### src/rtl/cfg_arb_pkg.sv
// Shared encodings and address-map constants for cfg_port_arbiter.
package cfg_arb_pkg;

    typedef enum logic [2:0] {
        IDLE  = 3'b001,
        ISSUE = 3'b010,
        RESP  = 3'b100
    } arb_state_e;

    localparam int unsigned CFG_ADDR_MAX   = 'h90;
    localparam int unsigned RO_ADDR_ID     = 'h80;
    localparam int unsigned RO_ADDR_STATUS = 'h8C;
    localparam int unsigned RO_ADDR_CAP    = 'h90;
    localparam int unsigned HOST_IDX       = 0;

endpackage

### src/rtl/cfg_arb_rr_pick.sv
// Combinational round-robin picker: first set request at or above ptr_i, wrapping.
module cfg_arb_rr_pick #(
    parameter int NUM_REQ = 2,
    parameter int IDX_W   = 1
) (
    input  logic [NUM_REQ-1:0] req_i,
    input  logic [IDX_W-1:0]   ptr_i,
    output logic [NUM_REQ-1:0] gnt_o,
    output logic [IDX_W-1:0]   idx_o,
    output logic               any_o
);

    localparam logic [IDX_W:0] NREQ = (IDX_W + 1)'(NUM_REQ);

    logic [IDX_W:0]   sum;
    logic [IDX_W-1:0] cand;

    always_comb begin
        gnt_o = '0;
        idx_o = '0;
        any_o = 1'b0;
        sum   = '0;
        cand  = '0;
        for (int off = 0; off < NUM_REQ; off++) begin
            // ptr + off reduced modulo NUM_REQ without a divider
            sum = {1'b0, ptr_i} + (IDX_W + 1)'(off);
            if (sum >= NREQ) begin
                sum = sum - NREQ;
            end
            cand = sum[IDX_W-1:0];
            if (!any_o && req_i[cand]) begin
                any_o       = 1'b1;
                gnt_o[cand] = 1'b1;
                idx_o       = cand;
            end
        end
    end

endmodule

### src/rtl/cfg_port_arbiter.sv
// Arbitrates NUM_REQ requesters onto one register-bank config port with range/RO protection.
// Define CFG_ARB_FIXED_PRIO_EN for fixed lowest-index priority instead of round-robin.
module cfg_port_arbiter
    import cfg_arb_pkg::*;
#(
    parameter int DATA_WIDTH = 32,
    parameter int ADDR_WIDTH = 32,
    parameter int NUM_REQ    = 2
) (
    input  logic                          PCLK,
    input  logic                          PRESETn,
    input  logic [NUM_REQ-1:0]            req_valid,
    input  logic [NUM_REQ-1:0]            req_write,
    input  logic [NUM_REQ*ADDR_WIDTH-1:0] req_addr,
    input  logic [NUM_REQ*DATA_WIDTH-1:0] req_wdata,
    output logic [NUM_REQ-1:0]            req_ready,
    output logic [NUM_REQ-1:0]            rsp_valid,
    output logic                          rsp_err,
    output logic [DATA_WIDTH-1:0]         rsp_rdata,
    output logic [ADDR_WIDTH-1:0]         cfg_addr,
    output logic [DATA_WIDTH-1:0]         cfg_wdata,
    output logic                          cfg_wr_en,
    output logic                          cfg_rd_en,
    input  logic [DATA_WIDTH-1:0]         cfg_rdata
);

    localparam int               IDX_W    = (NUM_REQ > 1) ? $clog2(NUM_REQ) : 1;
    localparam logic [IDX_W-1:0] LAST_IDX = IDX_W'(NUM_REQ - 1);
    localparam logic [IDX_W-1:0] HOST     = IDX_W'(HOST_IDX);

    arb_state_e                state_q;
    logic [IDX_W-1:0]          idx_q;
    logic                      wr_q;
    logic [ADDR_WIDTH-1:0]     addr_q;
    logic [DATA_WIDTH-1:0]     wdata_q;
    logic [NUM_REQ-1:0]        rsp_valid_q;
    logic                      rsp_err_q;
    logic                      rsp_rd_q;

    logic [NUM_REQ-1:0]        gnt;
    logic [IDX_W-1:0]          gnt_idx;
    logic                      gnt_any;
    logic [IDX_W-1:0]          pick_ptr;

    logic                      sel_wr;
    logic [ADDR_WIDTH-1:0]     sel_addr;
    logic [DATA_WIDTH-1:0]     sel_wdata;
    logic [NUM_REQ-1:0]        idx_oh;

    logic                      addr_err;
    logic                      ro_hit;
    logic                      err;

`ifdef CFG_ARB_FIXED_PRIO_EN
    assign pick_ptr = '0;
`else
    logic [IDX_W-1:0]          ptr_q;
    logic [IDX_W-1:0]          ptr_d;

    assign pick_ptr = ptr_q;
    assign ptr_d    = (idx_q == LAST_IDX) ? '0 : idx_q + 1'b1;
`endif

    cfg_arb_rr_pick #(
        .NUM_REQ (NUM_REQ),
        .IDX_W   (IDX_W)
    ) u_pick (
        .req_i (req_valid),
        .ptr_i (pick_ptr),
        .gnt_o (gnt),
        .idx_o (gnt_idx),
        .any_o (gnt_any)
    );

    always_comb begin
        sel_wr    = 1'b0;
        sel_addr  = '0;
        sel_wdata = '0;
        idx_oh    = '0;
        for (int i = 0; i < NUM_REQ; i++) begin
            if (gnt[i]) begin
                sel_wr    = req_write[i];
                sel_addr  = req_addr[i*ADDR_WIDTH +: ADDR_WIDTH];
                sel_wdata = req_wdata[i*DATA_WIDTH +: DATA_WIDTH];
            end
            if (idx_q == IDX_W'(i)) begin
                idx_oh[i] = 1'b1;
            end
        end
    end

    // Only the host is barred from the read-only status words; engines report through them.
    assign addr_err = (addr_q > ADDR_WIDTH'(CFG_ADDR_MAX)) || (addr_q[1:0] != 2'b00);
    assign ro_hit   = (addr_q == ADDR_WIDTH'(RO_ADDR_ID))
                   || (addr_q == ADDR_WIDTH'(RO_ADDR_STATUS))
                   || (addr_q == ADDR_WIDTH'(RO_ADDR_CAP));
    assign err      = addr_err || (wr_q && ro_hit && (idx_q == HOST));

    always_ff @(posedge PCLK or negedge PRESETn) begin
        if (!PRESETn) begin
            state_q     <= IDLE;
            idx_q       <= '0;
            wr_q        <= 1'b0;
            addr_q      <= '0;
            wdata_q     <= '0;
            rsp_valid_q <= '0;
            rsp_err_q   <= 1'b0;
            rsp_rd_q    <= 1'b0;
`ifndef CFG_ARB_FIXED_PRIO_EN
            ptr_q       <= '0;
`endif
        end else begin
            case (state_q)
                IDLE: begin
                    if (gnt_any) begin
                        idx_q   <= gnt_idx;
                        wr_q    <= sel_wr;
                        addr_q  <= sel_addr;
                        wdata_q <= sel_wdata;
                        state_q <= ISSUE;
                    end
                end
                ISSUE: begin
                    rsp_valid_q <= idx_oh;
                    rsp_err_q   <= err;
                    rsp_rd_q    <= !wr_q && !err;
                    state_q     <= RESP;
                end
                RESP: begin
                    rsp_valid_q <= '0;
                    rsp_err_q   <= 1'b0;
                    rsp_rd_q    <= 1'b0;
`ifndef CFG_ARB_FIXED_PRIO_EN
                    ptr_q       <= ptr_d;
`endif
                    state_q     <= IDLE;
                end
                default: begin
                    state_q <= IDLE;
                end
            endcase
        end
    end

    // Strobes decode straight from state so an async reset drops them in the same instant.
    assign cfg_wr_en = (state_q == ISSUE) && wr_q && !err;
    assign cfg_rd_en = (state_q == ISSUE) && !wr_q && !err;
    assign cfg_addr  = addr_q;
    assign cfg_wdata = wdata_q;

    assign req_ready = (PRESETn && (state_q == IDLE)) ? gnt : '0;
    assign rsp_valid = rsp_valid_q;
    assign rsp_err   = rsp_err_q;
    assign rsp_rdata = rsp_rd_q ? cfg_rdata : '0;

endmodule

### config.mk
export PLATFORM = sky130hd
export DESIGN_NAME = cfg_port_arbiter
export DESIGN_NICKNAME = d
export VERILOG_FILES = /design/src/rtl/cfg_arb_pkg.sv /design/src/rtl/cfg_arb_rr_pick.sv /design/src/rtl/cfg_port_arbiter.sv
export SDC_FILE = /design/constraint.sdc
export NUM_CORES = 1
export LEC_CHECK = 0
export BUFFER_PORTS_ARGS = -buffer_cell sky130_fd_sc_hd__buf_2
export CELL_PAD_IN_SITES_DETAIL_PLACEMENT = 2
export CELL_PAD_IN_SITES_GLOBAL_PLACEMENT = 2
export CORE_MARGIN = 8
export CORE_UTILIZATION = 20
export DETAILED_ROUTE_END_ITERATION = 12
export PLACE_DENSITY_LB_ADDON = 0.1
export SETUP_SLACK_MARGIN = 0.1
export SLEW_MARGIN = 20
export SYNTH_ARGS = -nofsm -noshare
export SYNTH_HDL_FRONTEND = slang
export SYNTH_SLANG_ARGS = --single-unit
### constraint.sdc
create_clock -name PCLK -period 1.65 [get_ports PCLK]
set_clock_uncertainty 0.2 [all_clocks]
set_input_delay 0.33 -clock PCLK [delete_from_list [all_inputs] [get_ports PCLK]]
set_output_delay 0.33 -clock PCLK [all_outputs]
set_load 0.01 [all_outputs]
# Word-level counts from Yosys, hierarchy flattened
# Cells that the tools add are included.
# totals
reg_bits	74
in_bits	166
output_inout_bits	103
wordCells	82
# classes
add_sub_neg	4
magnitude_cmp	7
eq_ne	7
muxes	32
bitwise	2
reduce_logical	21
# ops
operator	n
two-way mux 32 bit	5
equality test 32 x 8 -> 1 bit (second input constant)	3
> comparator 32 x 8 -> 1 bit (second input constant)	1
two-way mux 1 bit	17
logical AND 1 bit	11
two-way mux 2 bit	3
one-hot mux 3 bit (2 select lines)	1
logical OR 1 bit	4
less-than comparator 1 x 2 -> 1 bit (second input constant)	2
one-hot mux 1 bit (2 select lines)	2
one-hot mux 2 bit (2 select lines)	1
nonzero test 2 bit	2
equality test 3 x 1 -> 1 bit (second input constant)	1
equality test 3 x 2 -> 1 bit (second input constant)	1
equality test 3 bit (second input constant)	1
zero test 1 bit	3
two-way mux 3 bit	1
adder 1 x 1 -> 2 bit (second input constant)	1
demux 1 bit (select 1 bit)	2
>= comparator 1 bit (second input constant)	2
>= comparator 1 x 2 -> 1 bit (second input constant)	1
>= comparator 2 bit (second input constant)	1
!= test 2 bit (second input constant)	1
OR 2 bit	1
4 further kinds	5

# Longest topological paths before layout
# depth
ltp_word	11
mapped_depth	6
depth_no_buf	5

# Hierarchy
# A second synthesis with hierarchy kept.
# unflattened
cells_unflattened	386
area_unflattened_um2	3624.7
# by_module_without_submodules
mod	n_inst	cells_per_inst	area_per_inst_um2	seq_area_each_um2
cfg_port_arbiter	1	381	3592.2	1853.0
cfg_arb_rr_pick	1	5	32.5	0.0

# Worst setup path before layout
# No wires, ideal clock.
# synth_path
path_type	register -> output
startpoint	register addr_q[17] (netlist: cfg_addr[17])
endpoint	output cfg_rd_en
arrival_ps	1438
required_time_ps	1120
path_slack_ps	-318
path_stages_with_launch	5
path_buffers	0
cell_sequence	dfrtp_1 > nor4_1 > nand3_1 > a211o_1 > nor4_1
# synth_via
elab_chain_cells	8
elab_cells_between_ends	12
classes_between	order compare: 1; eq/ne: 3; reduce/logical: 8
# synth_lines
element	line_no	rtl
from (decl)	cfg_port_arbiter.sv:34	logic [ADDR_WIDTH-1:0] addr_q;
from (signal assigned)	cfg_port_arbiter.sv:118	addr_q <= sel_addr;
branches (longest 5 deep; another with > comparator 32 x 8 -> 1 bit)	-	
logical OR 1 bit *	cfg_port_arbiter.sv:97	assign err = addr_err || (wr_q && ro_hit && (idx_q == HOST));
zero test 1 bit *	cfg_port_arbiter.sv:147	assign cfg_rd_en = (state_q == ISSUE) && !wr_q && !err;
logical AND 1 bit *	cfg_port_arbiter.sv:147	
to (decl)	cfg_port_arbiter.sv:23	output logic cfg_rd_en,
# Mark *: on every way between the ends.

# Final worst setup path
# layout_path
startpoint	register addr_q[14] (netlist: cfg_addr[14])
endpoint	output cfg_wr_en
# layout_via
elab_chain_cells	8
elab_cells_between_ends	12
classes_between	order compare: 1; eq/ne: 3; reduce/logical: 8
# layout_lines
element	line_no	rtl
branches (longest 5 deep; another with > comparator 32 x 8 -> 1 bit)	-	
logical OR 1 bit *	cfg_port_arbiter.sv:97	
zero test 1 bit *	cfg_port_arbiter.sv:146	assign cfg_wr_en = (state_q == ISSUE) && wr_q && !err;
logical AND 1 bit *	cfg_port_arbiter.sv:146	
to (decl)	cfg_port_arbiter.sv:22	output logic cfg_wr_en,
# Marked as above.

==> results.cfg <==
[yosys]
synthFlopType = dfrtp_1
synth_top_area_share_pct = 50.1
synthCells = 351
async_reset_ff_share_pct = 100
synth_fp_nets = 517
synth_top_area_cell = dfrtp_1
synth_edf_count = 0
yosys.cell_types.count = 37
seq_area_frac_synth_pct = 50.8
yosys_warnings = 0
ys_ff_latch = 74
synth_area_sq_um = 3640
synth_area_per_cell_sq_um = 10.4
synth_top_cells_by_area = dfrtp_1 50%, a221oi_2 7.8%, a222oi_1 7.1%

[critical_path]
cp_max_fo = 3
worst-r2r-cell-count = 6
endpoint_kind = output pin
r2r-start = cfg_addr[14]$_DFFE_PN0P_
critPathKind = flip-flop to output pin
r2r_setup_slack_ps = -520
crit_required_ps = 1120
cp.arrival_ps = 1970
r2r_end = rsp_err$_DFFE_PN0P_
crit_path_start_kind = flip-flop

[floorplan]
io_pins = 269
rows = 49
fp.dieW_um = 151
start_util_pct = 20.4
fp.coreArea_sq_um = 17900
die_height_um = 151
die_area_sq_um = 22800

[finish]
design_area_sq_um = 7710
nets = 877
area_growth_syn_to_layout_pct = 112
final_core_util_pct = 43.1
final_cell_mix = 205 x buf_2, 91 x buf_6, 72 x dfrtp_1, 39 x buf_4, 36 x nor2_1
layout_commonest_cell = buf_2
fin_cells = 946
drive_gt1_share_pct = 69.0

[sta]
finalHoldViolCount = 0
finalCritPeriodShare_pct = 151
fin_ws_ps = -847
relSlewSlack_pct = 60.4
grt_setup_unrepaired = yes
setup_tns_ps = -31310
slew_violations = 0
clock.fmax_mhz = 400
worst_slew_pin_slew_ps = 592
period_needed_ps = 2500
finalSetupViolations = 106

[power]
intPower_uw = 8240
ir_worst_vdd_mv = 0.686
p_switching_uw = 5220
p_leak_uw = 0.00381
comb_power_share_pct = 59.7
p_per_area_nw_per_um2 = 1750
seqPwrFrac_pct = 25.2
clockPowerShare_pct = 15.0
p_sw_share_pct = 38.8

[clock_network]
htreeDepth = 3
clkSlewWorstSetupHoldPaths_ps = 60
clkLatencyLatePin_ps = 340
clock-sinks = 74
cts_root_buf = clkbuf_16
cts_tree = built
cts_buffer_depth = 2
cts_made_buffers = 9

[place]
dpl_worst_slack_ps = -693
dp.cells = 881
place_hpwl_um = 14100
place.gp.congestion = 0.728
io_buffers = 268
postPlaceCellArea_sq_um = 5700

[hold_path]
hold_end = cfg_wdata[10]$_DFFE_PN0P_
min_path_type = input port to flip-flop
hold_depth = 3
min-delay-start = req_wdata[10]

[drt]
ant_nets = 0
via_per_inst = 4.63
via_count = 4381
dr.pass1.iters = 5
wl_per_cell_um = 20.7
drt_first_iter_violations = 187
finalWirelength_um = 19600
drc = 0

[global_route]
grt_start_max_net_pins = 75
grt_pass1_wl_um = 27800
antenna_found_initial = 1
grt_pass1_vias = 5043
grt.total_usage_pct = 15.9
grt_remaining_overflow = 0

[job]
maxCapViolations = 0

[outcome]
status = complete, but fails checks
violations = negative setup slack
-- what timing repair did --
action | in CTS | in global routing
buffers inserted | 21 | 17
gates resized for setup | 164 | 100
endpoints found under the hold margin | 89 | 0
hold buffers | 17 | 0
pin swaps | 5 | 31
endpoints found under the setup margin | 125 | 127
gates cloned | 2 | 9
-- cells by family after synthesis --
kind of cell / synth area share [%]
AO/OA/AOI/OAI: 24.5
buffers and inverters: 8.00
flip-flops: 50.8
AND/OR/NAND/NOR: 16.6
-- worst max-delay path, cell delays in order, from the launching register on --
cell and delay [ps]:
dfrtp_1 410, nor4_4 350, nand3_1 150, a211o_4 380, nor4_4 150, buf_2 190
-- sequential cells by signal (all words and copies together), names as in the netlist --
name       cells
cfg_addr      32
cfg_wdata     32
state_q        3
rsp_valid      2
idx_q          1
pick_ptr       1
rsp_err        1
rsp_rd_q       1
wr_q           1
-- synth_stat cells (all sizes together), types with 2 or more instances --
| cell type | n |
|---|---|
| dfrtp | 73 |
| and3 | 3 |
| a22oi | 19 |
| a21o | 2 |
| o21ai | 23 |
| inv | 29 |
| clkbuf | 11 |
| and2 | 34 |
| nor2 | 43 |
| a221oi | 20 |
| nand2 | 25 |
| nor4 | 8 |
| buf | 19 |
| a222oi | 26 |
| a21oi | 2 |
-- power by group through the flow --
stage               registers (uW)  clock network (uW)  logic, uW
CTS                           3290                2110       6650
floorplan                     3620                   0       2380
finish                        3400                2020       8040
global placement              3150                   0       5410
detailed placement            3220                   0       5540
global route                  3500                2180       8670
-- how the worst max path moves through the flow --
stage	startpoint	to	slack, ps
4_1_cts	cfg_addr[27]$_DFFE_PN0P_	cfg_wr_en	-880
3_5_place_dp	cfg_addr[17]$_DFFE_PN0P_	cfg_wr_en	-690
5_1_grt	cfg_addr[16]$_DFFE_PN0P_	cfg_rd_en	-970
3_3_place_gp	cfg_addr[30]$_DFFE_PN0P_	cfg_wr_en	-560
6_report	cfg_addr[14]$_DFFE_PN0P_	cfg_wr_en	-850
2_1_floorplan	cfg_addr[17]$_DFFE_PN0P_	cfg_rd_en	-200
-- layer usage --
layer / global-route usage, % / up-vias / routed length [um]
li1: - / 2007 / -
met1: 16.6 / 2161 / 7070
met2: 29.1 / 191 / 10500
met3: 4.66 / 22 / 1580
met4: 6.58 / 0 / 473
met5: 0 / - / 0
-- metrics by stage --
stage                     power [uW]  hold WS (ps)
after CTS                      12100          4.30
after global routing           14300          23.2
after global placement          8550           237
final                          13500          16.2
after floorplan                 6000          -166
after detailed placement        8760           249
-- layout make-up --
cell class | count | area [sq um]
fill | 1849 | 10200
clock buffer | 11 | 253
tap | 229 | 287
inverter | 29 | 126
antenna | 1 | 2.50
timing repair buffer | 379 | 3050
sequential | 74 | 1860
clock inverter | 5 | 52.6
multi-input combinational | 218 | 2080
Power figures use the tool's default switching activity.
